## config.mk

```make
export PLATFORM = sky130hd
export DESIGN_NAME = text_buf_ctrl
export DESIGN_NICKNAME = d
export VERILOG_FILES = /design/src/rtl/text_buf_ctrl_pkg.sv /design/src/rtl/text_buf_ram.sv /design/src/rtl/text_buf_ctrl.sv
export SDC_FILE = /design/constraint.sdc
export NUM_CORES = 2
export LEC_CHECK = 0
export ABC_AREA = 1
export BUFFER_PORTS_ARGS = -buffer_cell sky130_fd_sc_hd__buf_2
export CAP_MARGIN = 20
export CORE_UTILIZATION = 30
export DETAILED_ROUTE_END_ITERATION = 8
export HOLD_SLACK_MARGIN = 0.03
export PLACE_DENSITY_LB_ADDON = 0.25
export SLEW_MARGIN = 10
export SYNTH_ARGS = -nofsm -noshare
export SYNTH_HDL_FRONTEND = slang
export SYNTH_SLANG_ARGS = --single-unit
```

## constraint.sdc

```tcl
create_clock -name pclk -period 12.2 [get_ports pclk]
set_clock_uncertainty 0.15 [all_clocks]
set_input_delay 0.61 -clock pclk [delete_from_list [all_inputs] [get_ports pclk]]
set_output_delay 0.61 -clock pclk [all_outputs]
set_load 0.01 [all_outputs]
```

## src/rtl/text_buf_ctrl_pkg.sv

```systemverilog
// Shared constants and types for the text-overlay character buffer.
package text_buf_ctrl_pkg;

  localparam int TEXT_ADDR_W = 8;
  localparam int TEXT_DATA_W = 7;
  localparam logic [TEXT_DATA_W-1:0] FILL_CHAR_SPACE = 7'h20;

  // Text window geometry: 32 columns x 8 rows of 8x16 character cells.
  localparam int TEXT_COLS   = 32;
  localparam int TEXT_ROWS   = 8;
  localparam int TEXT_CELL_W = 8;
  localparam int TEXT_CELL_H = 16;

  typedef enum logic {
    ST_IDLE  = 1'b0,
    ST_CLEAR = 1'b1
  } buf_state_t;

endpackage

```

## src/rtl/text_buf_ram.sv

```systemverilog
// Simple dual-port character RAM: one sync write port, one registered
// read-first read port. Contents are never reset; only the output register is.
module text_buf_ram #(
  parameter int ADDR_W = 8,
  parameter int DATA_W = 7
) (
  input  logic              pclk,
  input  logic              rst,
  input  logic              i_we,
  input  logic [ADDR_W-1:0] i_waddr,
  input  logic [DATA_W-1:0] i_wdata,
  input  logic [ADDR_W-1:0] i_raddr,
  output logic [DATA_W-1:0] o_rdata
);

  logic [DATA_W-1:0] r_mem [2**ADDR_W];

  // Storage write; no reset so the array maps onto block/distributed RAM.
  always_ff @(posedge pclk) begin
    if (i_we) r_mem[i_waddr] <= i_wdata;
  end

  // Registered read; sees the pre-write value on a same-address collision.
  always_ff @(posedge pclk) begin
    if (rst) o_rdata <= '0;
    else     o_rdata <= r_mem[i_raddr];
  end

endmodule

```

## src/rtl/text_buf_ctrl.sv

```systemverilog
// Character buffer controller for the text overlay: display read port,
// round-robin arbitration of two writers, and a buffer-clear sequencer.
// Optional build macro TEXT_BUF_WR_VBLANK_ONLY_EN restricts writes and the
// clear sequence to vertical blanking.
module text_buf_ctrl
  import text_buf_ctrl_pkg::*;
#(
  parameter int                ADDR_W    = TEXT_ADDR_W,
  parameter int                DATA_W    = TEXT_DATA_W,
  parameter logic [DATA_W-1:0] FILL_CHAR = FILL_CHAR_SPACE
) (
  input  logic              pclk,
  input  logic              rst,
  input  logic [ADDR_W-1:0] char_xy,
  output logic [DATA_W-1:0] char_code,
  input  logic              vblank,
  input  logic              r0_valid,
  input  logic [ADDR_W-1:0] r0_addr,
  input  logic [DATA_W-1:0] r0_data,
  output logic              r0_ready,
  input  logic              r1_valid,
  input  logic [ADDR_W-1:0] r1_addr,
  input  logic [DATA_W-1:0] r1_data,
  output logic              r1_ready,
  input  logic              clr_req,
  output logic              clr_busy
);

  buf_state_t        r_state, w_state_nxt;
  logic [ADDR_W-1:0] r_cnt;
  logic              r_last_grant;  // 0: R0 won last, 1: R1 won last
  logic              r_clr_busy;
  logic              w_gate;
  logic              w_we;
  logic [ADDR_W-1:0] w_waddr;
  logic [DATA_W-1:0] w_wdata;

`ifdef TEXT_BUF_WR_VBLANK_ONLY_EN
  // Buffer changes only while the display is blanked, so no frame tears.
  assign w_gate = vblank;
`else
  logic w_unused_vblank;
  assign w_unused_vblank = vblank;
  assign w_gate          = 1'b1;
`endif

  // Next state, ready generation and write-port mux.
  always_comb begin
    w_state_nxt = r_state;
    r0_ready    = 1'b0;
    r1_ready    = 1'b0;
    w_we        = 1'b0;
    w_waddr     = r_cnt;
    w_wdata     = FILL_CHAR;
    case (r_state)
      ST_IDLE: begin
        if (clr_req) begin
          w_state_nxt = ST_CLEAR;
        end else if (w_gate) begin
          // On contention the requester that did not win last time goes.
          r0_ready = r0_valid & (~r1_valid | r_last_grant);
          r1_ready = r1_valid & (~r0_valid | ~r_last_grant);
          if (r0_ready) begin
            w_we    = 1'b1;
            w_waddr = r0_addr;
            w_wdata = r0_data;
          end else if (r1_ready) begin
            w_we    = 1'b1;
            w_waddr = r1_addr;
            w_wdata = r1_data;
          end
        end
      end
      ST_CLEAR: begin
        if (w_gate) begin
          // A reset aborting the clear must not fill the entry at cnt.
          w_we = ~rst;
          if (r_cnt == {ADDR_W{1'b1}}) w_state_nxt = ST_IDLE;
        end
      end
      default: w_state_nxt = ST_IDLE;
    endcase
  end

  // FSM state, clear counter, busy flag and round-robin history.
  always_ff @(posedge pclk) begin
    if (rst) begin
      r_state      <= ST_IDLE;
      r_cnt        <= '0;
      r_clr_busy   <= 1'b0;
      r_last_grant <= 1'b1;
    end else begin
      r_state    <= w_state_nxt;
      r_clr_busy <= (w_state_nxt == ST_CLEAR);
      // Counter wraps to 0 on the last entry, ready for the next clear.
      if (r_state == ST_CLEAR && w_gate) r_cnt <= r_cnt + ADDR_W'(1);
      if (r0_ready)      r_last_grant <= 1'b0;
      else if (r1_ready) r_last_grant <= 1'b1;
    end
  end

  assign clr_busy = r_clr_busy;

  text_buf_ram #(
    .ADDR_W (ADDR_W),
    .DATA_W (DATA_W)
  ) u_ram (
    .pclk    (pclk),
    .rst     (rst),
    .i_we    (w_we),
    .i_waddr (w_waddr),
    .i_wdata (w_wdata),
    .i_raddr (char_xy),
    .o_rdata (char_code)
  );

endmodule
```

[Yosys cells after proc, flatten, opt, wreduce, memory -nomap -nowiden]
Memories as Yosys holds them, arrays and structs flattened. A register that Yosys moved wholly into a read port is not among the register bits.
Index checks and enable logic that the tools add are counted.
Storage, ports and cells
  register bits after elaboration: 10
  bits in writable memories: 1792
  input bits: 44
  output and inout port bits: 10
  memories kept: 1
Memories
  u_ram.r_mem: words 256, bits a word 7, rd ports 1, clocked after memory_dff 1, write ports 1, line text_buf_ram.sv:16  | logic [DATA_W-1:0] r_mem [2**ADDR_W];
Cells by class
  add/subtract/negate cells: 1
  eq/ne operators: 1
  mux-type cells: 23
  bitwise logic cells: 9
  reduce and logical (&&, ||, !) cells: 1
Operator list (count)
  $mux 8: 4
  $mux 7: 4
  $mux 1: 13
  $add 8x1->8 const B: 1
  $eq 8x8->1 const B: 1
  $not 1->1: 5
  $pmux 1 s2: 2
  $and 1x1->1: 2
  $or 1x1->1: 2
  $reduce_bool 2->1: 1

[Depth between registers and ports, before layout]
  depth in word-level cells: 9
  depth in mapped cells: 15

[By module]
Synthesis repeated with hierarchy kept, for this count alone.
Unflattened totals
  cell total of the unflattened synthesis: 6388
  area, all modules: 74112.3 µm²
Modules (own cells, without submodules)
  text_buf_ram: instances 1, cells each 6249, area an instance 73337.8 µm², sequential area each 53951.7 µm²
  text_buf_ctrl: instances 1, cells each 139, area an instance 774.5 µm², sequential area each 200.2 µm²

[Worst setup path after synthesis]
OpenSTA, ideal clock, no wires.
  path kind: input to register
  start point: input port clr_req
  end point: memory u_ram.r_mem[0][0] (data pin)
  setup time: 0.865 ns
  arrival time: 4.464 ns
  data required time: 11.185 ns
  setup slack: 6.721 ns
  cell stages on the path: 6
  path buffers: 1
  cell sequence: or2_1 -> buf_6 -> inv_6 -> nand2_8 -> inv_6 -> a22o_1
On the way
  longest elaborated chain between the ends: 2
RTL lines
  start, declared: line text_buf_ctrl.sv:25  | input logic clr_req,
  $mux 7: line text_buf_ctrl.sv:57  | if (clr_req) begin
  $mux 7: line text_buf_ctrl.sv:55  | case (r_state)
  named net u_ram.i_wdata[0]: line text_buf_ram.sv:11  | input logic [DATA_W-1:0] i_wdata,
  end, declared: line text_buf_ram.sv:16
The timed path passes the listed nets, and every way through them passes these cells.

==> key figures <==
Setup path
  • R2R depth: 9
  • Crit end category: register
  • R2R setup slack: 7.74 ns
  • Reg2reg end: u_ram.r_mem[212][2]
  • FF-to-FF Start: clr_busy
  • Critical-path cell list: buf_8 > buf_4 > buf_4 > buf_4 > buf_4 > nand3_1 > nand3_1 > nand3_1 > nand2_1 > nand2_1 > nand3_1 > nand3_1 > nand3_1 > a21oi_1
  • Max stage delay cell, worst path: buf_4
  • CP Class: input port to register
  • Critical Path Source Type: input port
  • Delay-heaviest family, CP: buffers and inverters
  • CP max FO: 75
  • CP bufs+invs: 5
  • CP max stage delay: ~0.86 ns
  • CP most frequent cell: nand3_1
  • Required time of the critical path: ~13 ns
  • Critical path data arrival time: about 5.4 ns

STA
  • Final min period: between 4 and 5 ns
  • RSZ-0062 raised after global routing: no
  • Final setup viols: 0
  • Setup TNS: 0 ns
  • Slew Limit Fails: 0
  • Max Clock Freq: about 210 MHz
  • Final Hold Fails: 0
  • Slew HR: 22.6%
  • Worst slew pin tran: ~1.2 ns
  • Tcrit/Tclk final: roughly two fifths

Clocking
  • Max H-tree Level: 4
  • Hold-fix buffers, CTS: 1
  • CTS Buf Count: between 150 and 200
  • Sink Count: between 1500 and 2000
  • PostCTS Resize Cnt: 0
  • Skew-Pair Late Insertion Delay: roughly 0.84 ns
  • Worst-path clk slew: roughly 0.06 ns
  • Post-CTS setup buffer count: 0
  • CTS tree: done
  • CTS max path bufs: 3
  • CTS root buf: clkbuf_16

Detailed routing
  • Total Wirelength: approximately 210 mm
  • DRT Pass-1 Iters: 5
  • Vias/cell: 4.93
  • Routed Antenna Nets: 0
  • DR vias: approximately 47000
  • Detailed Route Iter0 Violations: approximately 4500
  • Routed WL per cell: between 20 and 25 um
  • Drc violations: 0

Yosys
  • Yosys cell types: 35
  • Syn Std Cell Area: roughly 74000 um2
  • Top cell type's share of synthesized area: 72.9%
  • Main synth FF type: edfxtp_1
  • Yosys top cell by area: edfxtp_1
  • Sequential fraction of the synthesis area: 73.4%
  • Synth Instances: roughly 6400
  • Post-synth top cells: nand2_1, edfxtp_1, nand3_1
  • Most frequent cell after synthesis: nand2_1
  • FFs w/ async S/R, synth: 0%
  • Net Count, Synth: 6400
  • #FFs+latches synth: approximately 1800
  • Post-synth EDFFs: between 1500 and 2000
  • Mapped Avg Cell Area: ~12 um2
  • Ranking of synthesized cells by area: edfxtp_1, nand3_1, nand2_1
  • Synth Warn #: 0

Layout
  • Nets@finish: ~6300
  • Synth-to-Final Area Change: 12.2%
  • Final instance area: around 83000 um2
  • Fraction of layout cells with a size suffix above 1: between 6 and 7%

Power
  • Pwr per Cell Area: 159 nW/um2
  • Total leakage power: between 20 and 30 nW
  • Final Total Pwr: between 10 and 15 mW
  • Worst VDD drop: around 0.15 mV

GRT
  • Congestion Overflow GR: 0
  • Initial antenna violation count: 10
  • GRT Util Overall: 16.4%
  • Vias in the first global route: 44800
  • Largest net degree at the start of global routing: approximately 200
  • First-pass GRT wire length: a little over 300 mm

Floorplanning
  • Core area: roughly 240000 um2
  • Die height: ~500 um
  • Die area: between 200000 and 250000 um2
  • Die width: 498 um
  • Initial Utilization: 30.3%
  • IO Pins: between 50 and 60
  • # rows: ~180

Worst hold path
  • Worst hold endpoint: u_ram.o_rdata[0]
  • Hold path cells: 2
  • Hold crit path type: input port to register
  • Min-Delay Startpoint: rst

Place
  • Placer Congestion: 0.830
  • Cell Area, Placed: 77100 um2
  • HPWL after DPL: between 100 and 150 mm
  • PortBufs: 52

Flow run
  • Max cap viols: 0

Outcome
  • Outcome: completed
## report_power, final
part | internal (mW) | total (mW) | switching (mW)
Combinational | 0.184 | 0.869 | 0.685
Clock | 3.03 | 5.38 | 2.35
Sequential | 6.88 | 6.89 | 0.00746
## layout make-up
type,count,area [um2]
multi-input cells,4064,17800
clock inverters,91,664
fillers,23900,161000
diodes,3,7.51
well taps,3202,4010
clock buffers,240,4980
repair buffers,127,952
flip-flops and latches,1809,54200
inverters,55,244
## registers in the layout, summed over array words and instances (netlist names)
name,flops
r_cnt,8
r_last_grant,1
u_ram.o_rdata,7
clr_busy,1
u_ram.r_mem,1792
## kinds of logic after synthesis
| family | Yosys count | synth area share, % |
|---|---|---|
| and+or+nand+nor | 4028 | 23.6 |
| AOI/OAI and AO/OA | 35 | 0.388 |
| DFF | 1809 | 73.4 |
| buffers and inverters | 482 | 2.66 |
| adders and majority gates | 1 | 0.0170 |
## through the flow
step	hold WS, ns	utilization [%]	std cells	setup WS, ns
CTS	0.0383	33.9	9586	7.46
global route	0.103	33.9	9589	7.14
floorplan	0.279	-	6355	6.72
global placement	0.310	31.6	9254	6.63
finish	0.104	33.9	9591	7.35
detailed placement	0.304	31.6	9254	6.57
## routing by layer
layer  vias up  global-route usage [%]  wire length, um
li1      22200                       -                -
met1     23500                    23.3            94000
met2      1332                    25.8            96200
met3       260                    2.14            11600
met4         0                    4.97             5410
met5         -                       0                0
## worst max-delay path by stage
stage | start | to | cells past startpoint
global route | char_xy[1] | u_ram.o_rdata[4] | 14
global placement | char_xy[1] | u_ram.o_rdata[4] | 14
finish | char_xy[1] | u_ram.o_rdata[1] | 14
floorplan | clr_req | u_ram.r_mem[0][0] | 6
detailed placement | char_xy[1] | u_ram.o_rdata[4] | 14
CTS | char_xy[1] | u_ram.o_rdata[4] | 14
## cells in the final DEF, fill, tap and decap left out, types with 10 or more instances in the layout
master | synthesis | routed
inv_2 | 11 | 10
clkbuf_8 | 0 | 11
clkinv_1 | 1 | 44
clkbuf_1 | 292 | 43
clkbuf_16 | 0 | 187
dfxtp_1 | 17 | 17
edfxtp_1 | 1792 | 1792
nand2_1 | 2012 | 2004
nor2_1 | 288 | 288
clkinv_2 | 0 | 28
nand3_1 | 1693 | 1692
nand2_2 | 13 | 20
a21oi_1 | 11 | 11
inv_1 | 40 | 38
buf_4 | 1 | 65
buf_2 | 75 | 50
(Power assumes the default switching activity.)
